<file path="config.mk">
export PLATFORM = sky130hd
export DESIGN_NAME = alu_seq_accum
export DESIGN_NICKNAME = d
export VERILOG_FILES = /design/src/rtl/alu_pkg.sv /design/src/rtl/shift_add_mult.sv /design/src/rtl/alu_seq_accum.sv
export SDC_FILE = /design/constraint.sdc
export NUM_CORES = 1
export LEC_CHECK = 0
export ABC_AREA = 1
export CAP_MARGIN = 0
export CORE_MARGIN = 1.5
export CORE_UTILIZATION = 54
export CTS_BUF_LIST = sky130_fd_sc_hd__clkbuf_4
export DETAILED_ROUTE_END_ITERATION = 10
export GPL_TIMING_DRIVEN = 0
export PLACE_DENSITY = 0.79
export SYNTH_ARGS = -nofsm -noshare
export SYNTH_HDL_FRONTEND = slang
export SYNTH_SLANG_ARGS = --single-unit
</file>
<file path="constraint.sdc">
create_clock -name Clock -period 1.7 [get_ports Clock]
set_input_delay 0.51 -clock Clock [delete_from_list [all_inputs] [get_ports Clock]]
set_output_delay 0.51 -clock Clock [all_outputs]
set_load 0.03 [all_outputs]
</file>
<file path="src/rtl/alu_pkg.sv">
// Shared opcode encodings, FSM state encoding and result-width helper for alu_seq_accum.
package alu_pkg;

  localparam logic [2:0] OP_ADD = 3'b000;
  localparam logic [2:0] OP_OR  = 3'b001;
  localparam logic [2:0] OP_AND = 3'b010;
  localparam logic [2:0] OP_CAT = 3'b011;
  localparam logic [2:0] OP_MUL = 3'b100;
  localparam logic [2:0] OP_ACC = 3'b101;
  localparam logic [2:0] OP_SHL = 3'b110;
  localparam logic [2:0] OP_CLR = 3'b111;

  localparam logic [0:0] ST_IDLE = 1'b0;
  localparam logic [0:0] ST_MULT = 1'b1;

  function automatic int res_width(input int n);
    return 2 * n;
  endfunction

endpackage

</file>
<file path="src/rtl/shift_add_mult.sv">
// Sequential shift-add multiplier: load on start, one partial-product step per asserted
// step, last flags the N-th step while product presents the completed result.
module shift_add_mult
  import alu_pkg::*;
#(
  parameter int N = 4
) (
  input  logic                    clk,
  input  logic                    rst_n,
  input  logic                    start,
  input  logic                    step,
  input  logic [N-1:0]            a,
  input  logic [N-1:0]            b,
  output logic                    last,
  output logic [res_width(N)-1:0] product
);

  localparam int RW = res_width(N);
  localparam int CW = $clog2(N) + 1;

  logic [RW-1:0] mcand;
  logic [N-1:0]  mplier;
  logic [RW-1:0] acc;
  logic [CW-1:0] cnt;

  // product is the partial sum after the current step, so the final step can be
  // written straight into the result register on the same edge.
  always_comb begin
    product = acc + (mplier[0] ? mcand : '0);
    last    = step && (cnt == CW'(N - 1));
  end

  always_ff @(posedge clk or negedge rst_n) begin
    if (!rst_n) begin
      mcand  <= '0;
      mplier <= '0;
      acc    <= '0;
      cnt    <= '0;
    end else if (start) begin
      mcand  <= RW'(a);
      mplier <= b;
      acc    <= '0;
      cnt    <= '0;
    end else if (step) begin
      acc    <= product;
      mcand  <= mcand << 1;
      mplier <= mplier >> 1;
      cnt    <= cnt + CW'(1);
    end
  end

endmodule

</file>
<file path="src/rtl/alu_seq_accum.sv">
// Registered N-bit ALU with accumulator feedback and an N-cycle multiply; Start is ignored while Busy.
// Define ALU_SAT_EN to make accumulate (101) and shift-left (110) saturate instead of wrapping.
module alu_seq_accum
  import alu_pkg::*;
#(
  parameter int N = 4
) (
  input  logic                    Clock,
  input  logic                    Reset_b,
  input  logic [N-1:0]            A,
  input  logic [N-1:0]            B,
  input  logic [2:0]              Function,
  input  logic                    Start,
  output logic                    Busy,
  output logic                    Done,
  output logic [res_width(N)-1:0] ALUout
);

  localparam int RW = res_width(N);

  logic [0:0]    state;
  logic [RW-1:0] alu_out;
  logic          done_q;
  logic          accept;
  logic          mult_start;
  logic          mult_step;
  logic          mult_last;
  logic [RW-1:0] mult_product;
  logic [RW-1:0] single_res;

`ifdef ALU_SAT_EN
  logic [RW:0]     acc_sum;
  logic [2*RW-1:0] shl_wide;
  logic            shl_big;
`else
  logic [RW-1:0]   acc_sum;
`endif

  assign accept     = Start && (state == ST_IDLE);
  assign mult_start = accept && (Function == OP_MUL);
  assign mult_step  = (state == ST_MULT);

  shift_add_mult #(.N(N)) u_mult (
    .clk     (Clock),
    .rst_n   (Reset_b),
    .start   (mult_start),
    .step    (mult_step),
    .a       (A),
    .b       (B),
    .last    (mult_last),
    .product (mult_product)
  );

  always_comb begin
    single_res = '0;
`ifdef ALU_SAT_EN
    acc_sum  = {1'b0, alu_out} + (RW + 1)'(A);
    shl_wide = (2 * RW)'(alu_out) << B;
    shl_big  = int'(B) >= RW;
`else
    acc_sum  = alu_out + RW'(A);
`endif
    case (Function)
      OP_ADD: single_res = RW'(A) + RW'(B);
      OP_OR:  single_res = RW'(|{A, B});
      OP_AND: single_res = RW'(&{A, B});
      OP_CAT: single_res = {A, B};
`ifdef ALU_SAT_EN
      OP_ACC: single_res = acc_sum[RW] ? '1 : acc_sum[RW-1:0];
      // Any set bit pushed past the top (or a shift past the width) pins to all ones.
      OP_SHL: begin
        if (shl_big)
          single_res = (|alu_out) ? '1 : '0;
        else
          single_res = (|shl_wide[2*RW-1:RW]) ? '1 : shl_wide[RW-1:0];
      end
`else
      OP_ACC: single_res = acc_sum;
      OP_SHL: single_res = alu_out << B;
`endif
      default: single_res = '0;
    endcase
  end

  always_ff @(posedge Clock or negedge Reset_b) begin
    if (!Reset_b) begin
      state   <= ST_IDLE;
      alu_out <= '0;
      done_q  <= 1'b0;
    end else begin
      done_q <= 1'b0;
      if (state == ST_IDLE) begin
        if (mult_start) begin
          state <= ST_MULT;
        end else if (accept) begin
          alu_out <= single_res;
          done_q  <= 1'b1;
        end
      end else if (mult_last) begin
        alu_out <= mult_product;
        done_q  <= 1'b1;
        state   <= ST_IDLE;
      end
    end
  end

  assign Busy   = (state == ST_MULT);
  assign Done   = done_q;
  assign ALUout = alu_out;

endmodule

</file>
==> flow_metrics.py, run 1 <==
metrics = {
    "timing": {
        "hold_violations": 0,
        "finalSetupViolCount": 11,
        "relSlewSlack": 0.518,
        "whs_ps": 207,
        "fin_crit_sh": 1.14,
        "rsz0062_at_grt": "true",
        "fin_ws_ps": -237,
        "skew_ps": 2.33,
        "worst_slew_pin_slew_ps": 723,
        "period_needed_ps": 1940,
        "fmax_mhz": 516,
        "slew_violations": 0,
    },
    "floorplan": {
        "rows": 25,
        "ios": 24,
        "fp.coreArea_um2": 4720,
        "die_area_um2": 5300,
        "die_x_um": 72.8,
        "start_util": 0.557,
        "die_h_um": 72.8,
    },
    "worst_setup_path": {
        "path_delay_family": "simple AND/OR/NAND/NOR gates",
        "critPathRequiredTime_ps": 1990,
        "crit_fanout": 5,
        "cpPeakStageDelay_ps": 440,
        "slowest_stage": "dfrtp_2",
        "start_kind": "flip-flop",
        "path_buf_inv": 3,
        "path_class": "flip-flop to flip-flop",
        "arrival_ps": 2230,
        "crit_chain": "buf_12 > buf_6 > nand2_2 > inv_2 > ha_4 > a21o_1 > nand3b_1 > a21oi_2 > o21ai_2 > nand2_1 > nand2_1 > nand2_1",
        "worst-path-stages": 12,
        "worstSetupEndpointType": "flip-flop",
        "ff2ff_path_depth": 12,
        "crit_path_frequent_cell": "nand2_1",
    },
    "cts": {
        "clk_pin_slew_worst_paths_ps": 100,
        "htreeDepth": 2,
        "clk_latency_ps": 340,
        "root_buffer": "clkbuf_4",
        "cts_buffer_depth": 2,
        "cts_tree": "built",
        "clock_sinks": 33,
        "cts_inserted_buffers": 5,
    },
    "finish": {
        "fin_nets": 468,
        "antennaDiodeCount": 0,
        "layout.cells.non_filler": 502,
        "area_delta_synth_final_pct": 31.3,
        "drive_gt1_frac": 0.269,
        "final_area_um2": 3460,
        "fill_cells": 361,
    },
    "synth": {
        "synth_top_area_cell": "dfrtp_1",
        "synth_top_area_frac": 0.314,
        "yosysWarnings": 0,
        "synth-main-ff-cell": "dfrtp_1",
        "avgSynthCellArea_um2": 6.87,
        "synthesis.nets": 417,
        "async_flop_share": 1.00,
        "synth_edf_count": 0,
        "synth_area_um2": 2630,
        "netlist_top_cells_count": "nand2_1 (124), inv_1 (47), nand3_1 (34)",
        "seq_area_frac_synth": 0.314,
        "ys_types": 35,
        "netlist_instances": 383,
        "ys_ff_latch": 33,
        "synthTopCellsByArea": "dfrtp_1 (31%), nand2_1 (18%), ha_1 (8.1%)",
        "synth_most_common_cell": "nand2_1",
    },
    "run": {
        "drv_cap": 0,
    },
    "detailed_routing": {
        "wl_per_cell_um": 14.5,
        "routed_wl_um": 7280,
        "drc": 0,
        "ant_nets": 0,
        "firstDrtPassIters": 5,
        "viasPerCell": 5.60,
        "drt-initial-drc-count": 242,
        "vias": 2809,
    },
    "global_route": {
        "grt_first_pass_wirelength_um": 12100,
        "grt_pass1_vias": 2583,
        "antenna_found_initial": 0,
        "grt-ovfl-total": 0,
        "grt_max_degree": 34,
        "grt_usage": 0.292,
    },
    "placed_design": {
        "portBuffers": 23,
        "routabilityCongestion": 0.907,
        "hpwl_um": 4900,
        "pre_cts_slack_ps": -716,
        "placed_cells_incl_taps": 473,
        "place_area_um2": 2990,
    },
    "status": {
        "violations": "negative setup slack",
        "status": "complete, but fails checks",
    },
    "power_and_ir_drop": {
        "power.density_nw_per_um2": 1320,
        "p_total_mw": 4.57,
        "p_leak_nw": 1.78,
        "vdd_drop_max_uv": 818,
    },
    "hold_path": {
        "hp-class": "input pin to async pin",
    },
}
[placed cells by master (no fill, tap or decap), drive strengths merged, types with 17 or more instances in the layout]
master  instances
buf            31
nor2           29
ha             17
a21oi          17
o21ai          20
nand2         124
inv            53
dfrtp          33
nand3          36
[per-stage QoR]
step,TNS (ps),utilization
after floorplan,-53.7,-
after global placement,-30280,0.634
after detailed placement,-14220,0.633
after CTS,-741,0.700
after global routing,-2630,0.732
final,-1590,0.732
[cell type report]
| class | count | area, µm² | area share |
|---|---|---|---|
| plain buffers | 9 | 67.6 | 0.0196 |
| clock inverters | 3 | 17.5 | 0.00507 |
| clock buffers | 5 | 37.5 | 0.0109 |
| repair buffers | 45 | 407 | 0.118 |
| inverters | 53 | 204 | 0.0590 |
| flip-flops and latches | 33 | 831 | 0.240 |
| multi-input cells | 287 | 1810 | 0.523 |
| well taps | 67 | 83.8 | 0.0243 |
[per-layer routing]
| layer | share of wire | GRT usage |
|---|---|---|
| met1 | 0.44 | 0.414 |
| met4 | 0.025 | 0.0839 |
| met2 | 0.46 | 0.461 |
| met3 | 0.070 | 0.0470 |
| met5 | 0 | 0 |
[flip-flops by register name, indices dropped and copies added, names as in the netlist]
| signal | count |
|---|---|
| ALUout | 8 |
| u_mult.acc | 8 |
| u_mult.mcand | 8 |
| u_mult.mplier | 4 |
| u_mult.cnt | 3 |
| Busy | 1 |
| Done | 1 |
[kinds of logic after synthesis]
family,synth area share
AOI/OAI and AO/OA,0.127
adders and majority gates,0.104
xor gates and xnor gates,0.00666
buffers and inverters,0.101
and+or+nand+nor,0.348
DFF,0.314
[path summary, 6_finish.rpt]
check                                  from          endpoint  slack (ps)
max                        u_mult.mplier[0]         ALUout[5]        -240
min                                 Reset_b         ALUout[5]         210
max reg2reg                u_mult.mplier[0]         ALUout[5]        -240
min reg2reg                 u_mult.mcand[7]   u_mult.mcand[7]         510
max in group asynchronous           Reset_b  u_mult.mplier[0]         990
min in group Clock          u_mult.mcand[7]   u_mult.mcand[7]         510
[where the power goes]
group	internal (mW)	leakage (nW)	switching (mW)	total, mW
Sequential	1.09	0.427	0.334	1.43
Clock	0.156	0.0326	0.286	0.442
Combinational	1.14	1.32	1.57	2.71
[what timing repair did]
item,4_1_cts,5_1_grt
setup endpoints to repair,32,36
hold buffers,0,0
resized for setup,76,29
pin swaps,25,17
setup buffers,11,11
No activity file was read; power rests on OpenSTA's default activity.
==> run 2, diff against run 1 <==
--- a/config.mk
+++ b/config.mk
@@ -12,7 +12,7 @@
 export CTS_BUF_LIST = sky130_fd_sc_hd__clkbuf_4
 export DETAILED_ROUTE_END_ITERATION = 10
 export GPL_TIMING_DRIVEN = 0
-export PLACE_DENSITY = 0.79
+export PLACE_DENSITY = 0.8
 export SYNTH_ARGS = -nofsm -noshare
 export SYNTH_HDL_FRONTEND = slang
 export SYNTH_SLANG_ARGS = --single-unit
==> flow_metrics.py, run 2 (same netlist as run 1, synthesis figures left out) <==
metrics = {
    "cts": {
        "root_buffer": "clkbuf_4",
        "clock_sinks": 33,
        "cts_buffer_depth": 2,
        "clk_pin_slew_worst_paths_ps": 110,
        "cts_inserted_buffers": 5,
        "clk_latency_ps": 360,
        "htreeDepth": 2,
        "cts_tree": "built",
    },
    "worst_setup_path": {
        "arrival_ps": 2170,
        "crit_fanout": 5,
        "crit_chain": "buf_6 > nand2_2 > inv_2 > ha_4 > a21o_1 > nand3b_1 > a21oi_2 > o21ai_2 > buf_4 > nand2_1",
        "path_delay_family": "flip-flops",
        "cpPeakStageDelay_ps": 470,
        "worstSetupEndpointType": "flip-flop",
        "critPathRequiredTime_ps": 2000,
        "path_class": "flip-flop to flip-flop",
        "start_kind": "flip-flop",
        "path_buf_inv": 3,
        "slowest_stage": "dfrtp_2",
    },
    "floorplan": {
        "ios": 24,
        "rows": 25,
        "start_util": 0.557,
        "die_area_um2": 5300,
        "fp.coreArea_um2": 4720,
        "die_x_um": 72.8,
        "die_h_um": 72.8,
    },
    "timing": {
        "hold_violations": 0,
        "period_needed_ps": 1870,
        "worst_slew_pin_slew_ps": 735,
        "slew_violations": 0,
        "relSlewSlack": 0.510,
        "fin_ws_ps": -166,
        "rsz0062_at_grt": "true",
        "whs_ps": 201,
        "skew_ps": 8.05,
        "finalSetupViolCount": 11,
        "fin_crit_sh": 1.10,
        "fmax_mhz": 536,
    },
    "power_and_ir_drop": {
        "power.density_nw_per_um2": 1350,
        "vdd_drop_max_uv": 722,
        "p_total_mw": 4.69,
        "p_leak_nw": 1.78,
    },
    "finish": {
        "fin_nets": 469,
        "layout.cells.non_filler": 503,
        "drive_gt1_frac": 0.287,
        "layout_commonest_cell": "nand2_1",
        "final_cell_mix": "nand2_1 (113), inv_1 (38), dfrtp_1 (28)",
        "area_delta_synth_final_pct": 32.1,
        "antennaDiodeCount": 0,
    },
    "detailed_routing": {
        "vias": 2834,
        "firstDrtPassIters": 5,
        "drc": 0,
        "wl_per_cell_um": 14.9,
        "viasPerCell": 5.63,
        "routed_wl_um": 7520,
        "drt-initial-drc-count": 284,
        "ant_nets": 0,
    },
    "placed_design": {
        "routabilityCongestion": 0.925,
        "placed_cells_incl_taps": 473,
        "portBuffers": 23,
        "hpwl_um": 4900,
    },
    "run": {
        "drv_cap": 0,
    },
    "status": {
        "status": "complete, but fails checks",
        "violations": "negative setup slack",
    },
    "global_route": {
        "grt_max_degree": 34,
        "grt-ovfl-total": 0,
        "antenna_found_initial": 0,
        "grt_usage": 0.280,
        "grt_pass1_vias": 2550,
        "grt_first_pass_wirelength_um": 11500,
    },
    "hold_path": {
        "hp-class": "input pin to async pin",
    },
}
## run 2: cell count changes in the layout (fill, tap and decap cells not counted), sizes merged
cell           delta
clkbuf            +2
clkinvlp          +1
clkdlybuf4s15     -1
clkinv            -2
buf               +1
## run 2: worst paths after layout
kind,from,to,slack [ps],cells after the start
min in group Clock,u_mult.mcand[7],u_mult.mcand[7],500,2
worst min register to register,u_mult.mcand[7],u_mult.mcand[7],500,2
worst max register to register,u_mult.mplier[0],u_mult.acc[5],-170,10
worst max-delay path,u_mult.mplier[0],u_mult.acc[5],-170,10
worst min-delay path,Reset_b,ALUout[2],200,1
max in group asynchronous,Reset_b,Busy,980,1
## run 2: power by group
| part | leakage, nW | internal, mW | switching (mW) |
|---|---|---|---|
| Clock | 0.0293 | 0.173 | 0.295 |
| Combinational | 1.32 | 1.16 | 1.63 |
| Sequential | 0.426 | 1.10 | 0.334 |
| Total | 1.78 | 2.43 | 2.26 |
## run 2: metal layers
| metal | vias up | GRT usage | part of all wire |
|---|---|---|---|
| met3 | 28 | 0.0635 | 0.079 |
| met5 | - | 0 | 0 |
| met1 | 1313 | 0.370 | 0.42 |
| li1 | 1363 | - | - |
| met4 | 0 | 0.103 | 0.024 |
| met2 | 130 | 0.449 | 0.47 |
## run 2: worst register-to-register path: stages, from the launching register on
cell and delay (ps):
dfrtp_2 470, buf_6 140, nand2_2 60, inv_2 50, ha_4 250, a21o_1 180
nand3b_1 230, a21oi_2 180, o21ai_2 80, buf_4 130, nand2_1 40
## run 2: area by class of cell
type                    count  area [µm²]
multi-input cells         287        1850
fillers                   341        1250
flip-flops and latches     33         832
repair buffers             46         397
inverters                  53         199
well taps                  67        83.8
plain buffers               9        61.3
clock buffers               6        45.0
clock inverters             2        11.3
## run 2: through the flow
step           TNS, ps  setup slack (ps)  cell area, µm²  utilization
2_1_floorplan    -53.7             -30.0            2680            -
3_3_place_gp    -30310              -696            2990        0.634
3_5_place_dp    -14030              -715            2990        0.633
4_1_cts          -2040              -132            3260        0.690
5_1_grt          -1890              -251            3480        0.736
6_report         -1010              -166            3480        0.736
## run 2: timing repair
item | in CTS | in global routing
pin swaps | 14 | 27
hold endpoints to repair | 0 | 0
buffers inserted | 11 | 13
endpoints found under the setup margin | 33 | 35
hold buffers | 0 | 0
resized for setup | 65 | 45
gates cloned | 0 | 0
==> run 3, diff against run 2 <==
--- a/config.mk
+++ b/config.mk
@@ -13,6 +13,7 @@
 export DETAILED_ROUTE_END_ITERATION = 10
 export GPL_TIMING_DRIVEN = 0
 export PLACE_DENSITY = 0.8
+export SLEW_MARGIN = 5
 export SYNTH_ARGS = -nofsm -noshare
 export SYNTH_HDL_FRONTEND = slang
 export SYNTH_SLANG_ARGS = --single-unit
==> results of run 3 <==
The final DEF is identical to that of run 2; final timing and power are the same.
